**src/rtl/word_finder.sv**
```systemverilog
// ---------------------------------------------------------------------------
// word_finder : Forth dictionary search engine.
//
// Measures the null-terminated token in the terminal input buffer (TIB).
// Then it walks the linked word list, newest entry first, and reports the
// first entry whose name equals the token. The block only reads memory; its
// write strobe is tied low.
//
// Dictionary entry at LFA:
//   LFA+0/+1 : link, 16-bit little-endian (16'hFFFF terminates the list)
//   LFA+2    : name length n
//   LFA+3..  : name bytes
//   PFA      = LFA+3+n
//
// Ports:
//   clk, rst      clock, asynchronous active-high reset
//   en            search enable; a start is sampled when en rises in IDLE
//   aw            CONTEXT (newest LFA) while en=0, TIB address at the start
//   vw            memory read data (one cycle after the address)
//   bsy           search in progress
//   hit           match found (valid once bsy falls)
//   st            FSM state (debug)
//   ao0           dictionary pointer; matched LFA after a hit
//   ao1           TIB pointer during a search; matched PFA after a hit
//   mb_addr       memory read address
//   mb_we         memory write enable (always 0)
//   mb_wdata      memory write data (unused, 0)
//
// Optional build macro FINDER_NOCASE_EN: letters a..z are folded to A..Z on
// both sides before the character comparison.
// ---------------------------------------------------------------------------
module word_finder #(
    parameter int ASZ = 17,
    parameter int DSZ = 8
) (
    input  logic           clk,
    input  logic           rst,
    input  logic           en,
    input  logic [ASZ-1:0] aw,
    input  logic [DSZ-1:0] vw,
    output logic           bsy,
    output logic           hit,
    output logic [2:0]     st,
    output logic [ASZ-1:0] ao0,
    output logic [ASZ-1:0] ao1,
    output logic [ASZ-1:0] mb_addr,
    output logic           mb_we,
    output logic [DSZ-1:0] mb_wdata
);

    typedef enum logic [2:0] {
        S_IDLE = 3'd0,
        S_TLEN = 3'd1,
        S_LNKL = 3'd2,
        S_LNKH = 3'd3,
        S_LEN  = 3'd4,
        S_CHRD = 3'd5,
        S_CHRT = 3'd6,
        S_DONE = 3'd7
    } state_t;

    localparam logic [15:0] LINK_END = 16'hFFFF;

    state_t         state, state_n;
    logic [ASZ-1:0] ctx, ctx_n;
    logic [ASZ-1:0] tib, tib_n;
    logic [7:0]     tlen, tlen_n;
    logic [7:0]     idx, idx_n;
    logic [15:0]    link, link_n;
    logic [DSZ-1:0] held, held_n;
    logic           hit_n, bsy_n;
    logic [ASZ-1:0] ao0_n, ao1_n;
    logic           chr_eq;

    function automatic logic [ASZ-1:0] ext8(input logic [7:0] v);
        return {{(ASZ-8){1'b0}}, v};
    endfunction

    function automatic logic [ASZ-1:0] ext16(input logic [15:0] v);
        return {{(ASZ-16){1'b0}}, v};
    endfunction

`ifdef FINDER_NOCASE_EN
    function automatic logic [DSZ-1:0] to_upper(input logic [DSZ-1:0] b);
        if (b >= 8'h61 && b <= 8'h7A) begin
            return b & 8'hDF;
        end else begin
            return b;
        end
    endfunction

    // Case-folded character comparison.
    always_comb begin
        chr_eq = (to_upper(held) == to_upper(vw));
    end
`else
    // Exact byte comparison.
    always_comb begin
        chr_eq = (held == vw);
    end
`endif

    // Next-state and next-register computation. In every state vw already
    // holds the byte for that state's address, because the address mux below
    // presents the address one cycle earlier from the next-state values.
    always_comb begin
        state_n = state;
        ctx_n   = ctx;
        tib_n   = tib;
        tlen_n  = tlen;
        idx_n   = idx;
        link_n  = link;
        held_n  = held;
        hit_n   = hit;
        ao0_n   = ao0;
        ao1_n   = ao1;

        case (state)
            S_IDLE: begin
                if (en) begin
                    tib_n   = aw;
                    tlen_n  = 8'd0;
                    hit_n   = 1'b0;
                    ao1_n   = aw;
                    state_n = S_TLEN;
                end else begin
                    ctx_n   = aw;
                end
            end
            S_TLEN: begin
                // Length saturates at 255: the scan stops there.
                if (vw == 8'd0 || tlen == 8'hFF) begin
                    ao0_n = ctx;
                    if (ctx == ext16(LINK_END)) begin
                        state_n = S_DONE;
                    end else begin
                        state_n = S_LNKL;
                    end
                end else begin
                    tlen_n = tlen + 8'd1;
                    ao1_n  = tib + ext8(tlen + 8'd1);
                end
            end
            S_LNKL: begin
                link_n[7:0] = vw;
                state_n     = S_LNKH;
            end
            S_LNKH: begin
                link_n[15:8] = vw;
                state_n      = S_LEN;
            end
            S_LEN: begin
                if (vw != tlen) begin
                    ao0_n = ext16(link);
                    if (link == LINK_END) begin
                        state_n = S_DONE;
                    end else begin
                        state_n = S_LNKL;
                    end
                end else if (vw == 8'd0) begin
                    hit_n   = 1'b1;
                    ao1_n   = ao0 + ext8(8'd3);
                    state_n = S_DONE;
                end else begin
                    idx_n   = 8'd0;
                    state_n = S_CHRD;
                end
            end
            S_CHRD: begin
                held_n  = vw;
                ao1_n   = tib + ext8(idx);
                state_n = S_CHRT;
            end
            S_CHRT: begin
                if (!chr_eq) begin
                    ao0_n = ext16(link);
                    if (link == LINK_END) begin
                        state_n = S_DONE;
                    end else begin
                        state_n = S_LNKL;
                    end
                end else if (idx == tlen - 8'd1) begin
                    hit_n   = 1'b1;
                    ao1_n   = ao0 + ext8(8'd3) + ext8(tlen);
                    state_n = S_DONE;
                end else begin
                    idx_n   = idx + 8'd1;
                    state_n = S_CHRD;
                end
            end
            S_DONE: begin
                if (!en) begin
                    state_n = S_IDLE;
                end else begin
                    state_n = S_DONE;
                end
            end
            default: begin
                state_n = S_IDLE;
            end
        endcase

        // Dropping en during an active search aborts it.
        if (!en && state != S_IDLE && state != S_DONE) begin
            state_n = S_IDLE;
            hit_n   = 1'b0;
        end else begin
            state_n = state_n;
        end

        bsy_n = (state_n != S_IDLE) && (state_n != S_DONE);
    end

    // Read-address mux: the address the entered state expects on vw.
    always_comb begin
        case (state_n)
            S_TLEN:  mb_addr = tib_n + ext8(tlen_n);
            S_LNKL:  mb_addr = ao0_n;
            S_LNKH:  mb_addr = ao0_n + ext8(8'd1);
            S_LEN:   mb_addr = ao0_n + ext8(8'd2);
            S_CHRD:  mb_addr = ao0_n + ext8(8'd3) + ext8(idx_n);
            S_CHRT:  mb_addr = tib_n + ext8(idx_n);
            default: mb_addr = ao0_n;
        endcase
    end

    // State and datapath registers.
    always_ff @(posedge clk or posedge rst) begin
        if (rst) begin
            state <= S_IDLE;
            ctx   <= {ASZ{1'b0}};
            tib   <= {ASZ{1'b0}};
            tlen  <= 8'd0;
            idx   <= 8'd0;
            link  <= 16'd0;
            held  <= {DSZ{1'b0}};
            hit   <= 1'b0;
            bsy   <= 1'b0;
            ao0   <= {ASZ{1'b0}};
            ao1   <= {ASZ{1'b0}};
        end else begin
            state <= state_n;
            ctx   <= ctx_n;
            tib   <= tib_n;
            tlen  <= tlen_n;
            idx   <= idx_n;
            link  <= link_n;
            held  <= held_n;
            hit   <= hit_n;
            bsy   <= bsy_n;
            ao0   <= ao0_n;
            ao1   <= ao1_n;
        end
    end

    assign st       = state;
    assign mb_we    = 1'b0;
    assign mb_wdata = {DSZ{1'b0}};

endmodule

```
**config.mk**
```make
export PLATFORM = sky130hd
export DESIGN_NAME = word_finder
export DESIGN_NICKNAME = d
export VERILOG_FILES = /design/src/rtl/word_finder.sv
export SDC_FILE = /design/constraint.sdc
export NUM_CORES = 1
export LEC_CHECK = 0
export ABC_AREA = 1
export CELL_PAD_IN_SITES_DETAIL_PLACEMENT = 0
export CELL_PAD_IN_SITES_GLOBAL_PLACEMENT = 2
export CORE_MARGIN = 2
export CORE_UTILIZATION = 35
export CTS_CLUSTER_SIZE = 20
export DETAILED_ROUTE_END_ITERATION = 16
export PLACE_DENSITY_LB_ADDON = 0.1
export SYNTH_ARGS = -nofsm -noshare
export SYNTH_HDL_FRONTEND = slang
export SYNTH_SLANG_ARGS = --single-unit
```
**constraint.sdc**
```tcl
create_clock -name clk -period 9.5 [get_ports clk]
set_clock_uncertainty 0.05 [all_clocks]
set_input_delay 1.9 -clock clk [delete_from_list [all_inputs] [get_ports clk]]
set_output_delay 1.9 -clock clk [all_outputs]
set_load 0.02 [all_outputs]
```
After elaboration in Yosys (flattened, before gate mapping)
Cells that the tools add are included.

Register bits after elaboration: 113. Latch bits: 0. Memory bits (writable): 0. ROM bits: 0. Input port bits: 28. Output and inout bits: 65. Word-level logic and storage cells: 111. Memories kept: 0.

Add/sub/neg operators: 13. Multiply operators: 0. Div/mod/pow operators: 0. $lt $le $gt $ge: 0. Equal/unequal tests: 31. Shift operators: 0. Muxes and demuxes: 40. Bitwise operators: 1. Reductions and logical operators: 14.

Operators with widths (number): 17-bit two-way mux (11); 17-bit one-hot mux with 5 select lines (2); 17-bit by 8-bit adder with 17-bit output (6); 17-bit by 2-bit adder with 17-bit output (second input constant) (3); 17-bit one-hot mux with 3 select lines (1); 8-bit two-way mux (6); 8-bit one-hot mux with 2 select lines (2); 3-bit two-way mux (8); 3-bit one-hot mux with 8 select lines (1); 3-bit equality test (second input constant) (7); 3-bit != test (second input constant) (7); 17-bit by 1-bit adder with 17-bit output (second input constant) (1); 17-bit by 16-bit equality test with 1-bit output (second input constant) (1); 8-bit by 1-bit adder with 8-bit output (second input constant) (2); 16-bit equality test (second input constant) (1); 8-bit equality test (2); 2-bit != test (second input constant) (6); 3-bit by 2-bit equality test with 1-bit output (second input constant) (3); 8-bit equality test (second input constant) (1); 8-bit zero test (1); 8-bit != test (1); 8-bit by 1-bit subtractor with 8-bit output (second input constant) (1); 7-bit AND reduction (1); 3-bit by 1-bit equality test with 1-bit output (second input constant) (2); other kinds (13) (22).

Logic depth before layout (Yosys ltp)
Depth in word-level cells: 8. Mapped depth: 36. Gate-level depth less buffers: 36.

Worst setup path before layout
OpenSTA, ideal clock, no wires.

Path kind: input to output. Start point: input port vw[1]. End point: output port mb_addr[16]. Arrival: 5.322 ns. Setup slack: 2.228 ns. Stages: 24. Cells stage by stage: inv_1 > nand2_1 > nand2_1 > nand2_1 > nor2_1 > nand2_1 > buf_4 > nor2_1 > nand3_1 > nor3_1 > xor2_1 > o22ai_1 > ha_1 > ha_1 > inv_1 > o311ai_0 > a21oi_1 > nor2_2 > nand3_1 > o21ai_0 > nand3_1 > nand2_1 > inv_1 > nand2_1.

RTL lines: from (decl) (line 40) `input logic [DSZ-1:0] vw,`; 8-bit zero test (line 160) `end else if (vw == 8'd0) begin`; 8-bit two-way mux (line 160); 8-bit two-way mux (line 153) `if (vw != tlen) begin`; 8-bit one-hot mux with 2 select lines * (line 118) `case (state)`; via idx_n[7] (line 68) `logic [7:0] idx, idx_n;`; 17-bit by 8-bit adder with 17-bit output (on tied branches) (line 222, 221); 17-bit one-hot mux with 5 select lines * (line 216) `case (state_n)`; to (decl) (line 46) `output logic [ASZ-1:0] mb_addr,`.

The timed path passes the listed nets; every way through them passes the cells marked *.

Final worst setup path
Ends and elaborated chain as after synthesis.

==> results by group <==
Routing
  • Final wirelength: 42.91 mm
  • Drt pass-1 iters: 5
  • DR DRC count: 0
  • Total vias in the final route: 11040
  • Routed len/inst: 20.17 um
  • Drt initial violations: 937
  • Routed vias/inst: 5.190
  • Number of routed nets with antenna violations: 0

Logic synthesis
  • Post-synthesis mux area share: 0%
  • Number of enable flip-flop cells after synthesis: 0
  • Adder-cell share of the synthesized area: 6.200%
  • Share of flip-flops with an asynchronous set or reset: 100.0%
  • XOR/XNOR share of the synthesized area: 3.478%
  • Cell taking the most area after synthesis: dfrtp_1
  • Synth unique cells: 59
  • Most frequent cells after synthesis: nand2_1, inv_1, nand3_1, o21ai_0, nor2_1
  • Synth Flop Type: dfrtp_1
  • Post-Syn Area: 0.01058 mm2
  • Seq/Total Area, Yosys: 26.74%
  • Synth area leaders: dfrtp_1, nand2_1, nand3_1
  • Synthesized-area fraction occupied by and/or/nand/nor cells: 40.01%
  • #FFs+latches synth: 113
  • Cells after Synth: 1646
  • Mean Syn Cell Area: 6.425 um2
  • Main combinational cell family by area after synthesis: simple AND/OR/NAND/NOR gates
  • Most frequent cell after synthesis: nand2_1
  • Synth top area share: 26.74%
  • Ys Warns: 0
  • Synth Area in Compound Gates: 12.90%

GRT
  • First-pass GRT wire length: 64.82 mm
  • Most used routing layer: met2
  • Antenna violations before repair: 0
  • Vias in the first global route: 10585
  • Met3 GRT Util: 2.721%
  • Largest net degree at the start of global routing: 62
  • M2 GR Usage: 44.36%
  • GR Util All Layers: 27.61%
  • Grt ovf: 0
  • Met1 usage in global routing: 39.94%

Setup path
  • WP data arrival: 7070 ps
  • Crit end category: output pin
  • FF-to-FF setup slack: 4410 ps
  • Worst r2r src: st[1]
  • WP data required: 7550 ps
  • Worst-path fanout max: 5
  • R2R Path End: ao1[12]
  • CP Class: in -> out
  • Reg2Reg Depth: 23
  • Startpoint Class: input port

CTS
  • Cts bufs inserted: 17
  • CTS tree: yes
  • Clock Path Buffers: 2
  • H-Tree Depth: 4
  • Clock Tree Root: clkbuf_16
  • Clock-pin slew on the worst setup and hold paths: 60 ps
  • Latest clock arrival within the worst-skew pair: 430 ps
  • Clk sinks: 113
  • Post-CTS resize count: 0

STA
  • Final worst slack: 482.8 ps
  • Max Slew Vio Count: 0
  • Unrepaired setup endpoints after global routing: false
  • Final worst path period need: 9017 ps
  • WHS: 424.1 ps
  • Final setup vio count: 0
  • Worst Tran Pin Value: 1004 ps
  • Setup TNS: 0 ps
  • FMAX: 110.9 MHz
  • Relative slew slack: 33.01%
  • Fin crit share: 94.92%
  • Final Hold Viols: 0

Min path
  • WHS Endpoint: ao1[4]
  • HP Class: reg -> reg
  • Hold depth: 2
  • Hold Crit Start: ao1[4]

Pwr
  • Worst VDD drop: 274.6 uV
  • PwrDens: 375.4 mW/mm2
  • Power Total: 4.630 mW
  • Pleak: 5.971 nW

Floorplan
  • IO Pins: 93
  • Full die area: 0.03162 mm2
  • Initial Utilization: 35.59%
  • Die width: 177.8 um
  • Area of the core: 0.02972 mm2
  • Cell Rows: 63
  • Die height: 177.8 um

Place
  • Gpl congestion: 0.9115
  • Placed cell count: 2094
  • Pre-CTS WS: 567.2 ps
  • Number of port buffers: 83
  • Dpl cell area: 0.01175 mm2
  • Dpl hpwl: 33.99 mm

Finish
  • Ratio of cells with drive above 1 in the final layout: 9.557%
  • Diodes inserted: 0
  • Final instance area: 0.01234 mm2
  • Post-route insts no fill: 2127
  • Area Overhead vs Synth: 16.65%
  • NumNets Final: 1803
  • Final core utilization: 41.51%

Job
  • Max_cap viols: 0

Outcome
  • Outcome: finished, final reports clean
==> per-layer routing <==
metal | part of all wire (%) | vias up
met3 | 4.6 | 38
li1 | - | 5468
met4 | 1.4 | 0
met5 | 0 | -
met1 | 49 | 5224
met2 | 45 | 310
==> worst max-delay path by stage <==
| stage | endpoint | slack (ps) | startpoint | depth (start not counted) |
|---|---|---|---|---|
| 2_1_floorplan | mb_addr[16] | 2230 | vw[1] | 24 |
| 4_1_cts | mb_addr[16] | 560 | vw[1] | 25 |
| 5_1_grt | mb_addr[13] | 30 | vw[1] | 34 |
| 6_report | mb_addr[16] | 480 | vw[1] | 25 |
| 3_5_place_dp | mb_addr[16] | 570 | vw[1] | 25 |
| 3_3_place_gp | mb_addr[13] | 650 | vw[3] | 32 |
==> power breakdown <==
part           internal (mW)  switching [mW]
logic                   1.02            2.00
registers              0.701           0.259
clock network          0.386           0.265
==> flip-flops by register name, indices dropped and copies added (netlist names) <==
register  cells
bsy           1
tib          17
link         16
idx           8
ao0          17
ctx          17
tlen          8
ao1          17
hit           1
held          8
st            3
==> logic make-up after synthesis <==
kind of cell / count (synthesis)
AOI/OAI and AO/OA: 248
xor gates and xnor gates: 42
other: 1
adders and majority gates: 50
and+or+nand+nor: 924
DFF: 113
buffers and inverters: 268
==> critical path, cell delays in order <==
cell             delay [ps]
clkdlybuf4s50_1         500
inv_1                   120
nand2_1                  60
nand2_1                  60
nand2_1                 100
nor2_1                  120
nand2_1                 130
nor2_1                  300
nand3_1                 190
nor3_1                  230
xor2_1                  100
o22ai_1                 380
ha_1                    320
ha_1                    320
inv_1                    80
o311ai_0                560
a21oi_1                 200
nor2_2                  250
nand3_1                 150
o21ai_0                 180
nand3_1                  80
nand2_1                  70
inv_1                    40
nand2_1                  50
clkdlybuf4s50_1         590
==> layout make-up <==
cell class | count | area, um2
fillers | 3245 | 17380
multi-input cells | 1273 | 6653
flip-flops and latches | 113 | 2828
repair buffers | 102 | 973.4
inverters | 218 | 827.0
well taps | 390 | 488.0
clock buffers | 19 | 432.9
clock inverters | 12 | 133.9
==> placed cells by master (no fill, tap or decap), drive strengths merged, types with 3 or more instances in the layout <==
cell type / synthesis / layout
nand2: 540 / 540
inv: 215 / 218
nand3: 155 / 155
nor2: 155 / 155
o21ai: 149 / 149
dfrtp: 113 / 113
clkdlybuf4s50: 0 / 83
a21oi: 49 / 49
ha: 46 / 46
nand4: 40 / 40
xor2: 27 / 27
buf: 35 / 19
clkbuf: 15 / 19
nor3: 18 / 18
o22ai: 16 / 16
xnor2: 15 / 15
or2: 9 / 9
conb: 1 / 9
o211ai: 6 / 6
o2111ai: 5 / 5
a31oi: 5 / 5
clkinvlp: 0 / 5
clkinv: 3 / 5
fa: 4 / 4
a21o: 3 / 3
a21boi: 3 / 3
o21bai: 3 / 3
==> timing repair <==
item | CTS | global route
hold buffers | 0 | 0
setup endpoints to repair | 0 | 2
buffers inserted | 0 | 2
No activity file was read; power rests on OpenSTA's default activity.
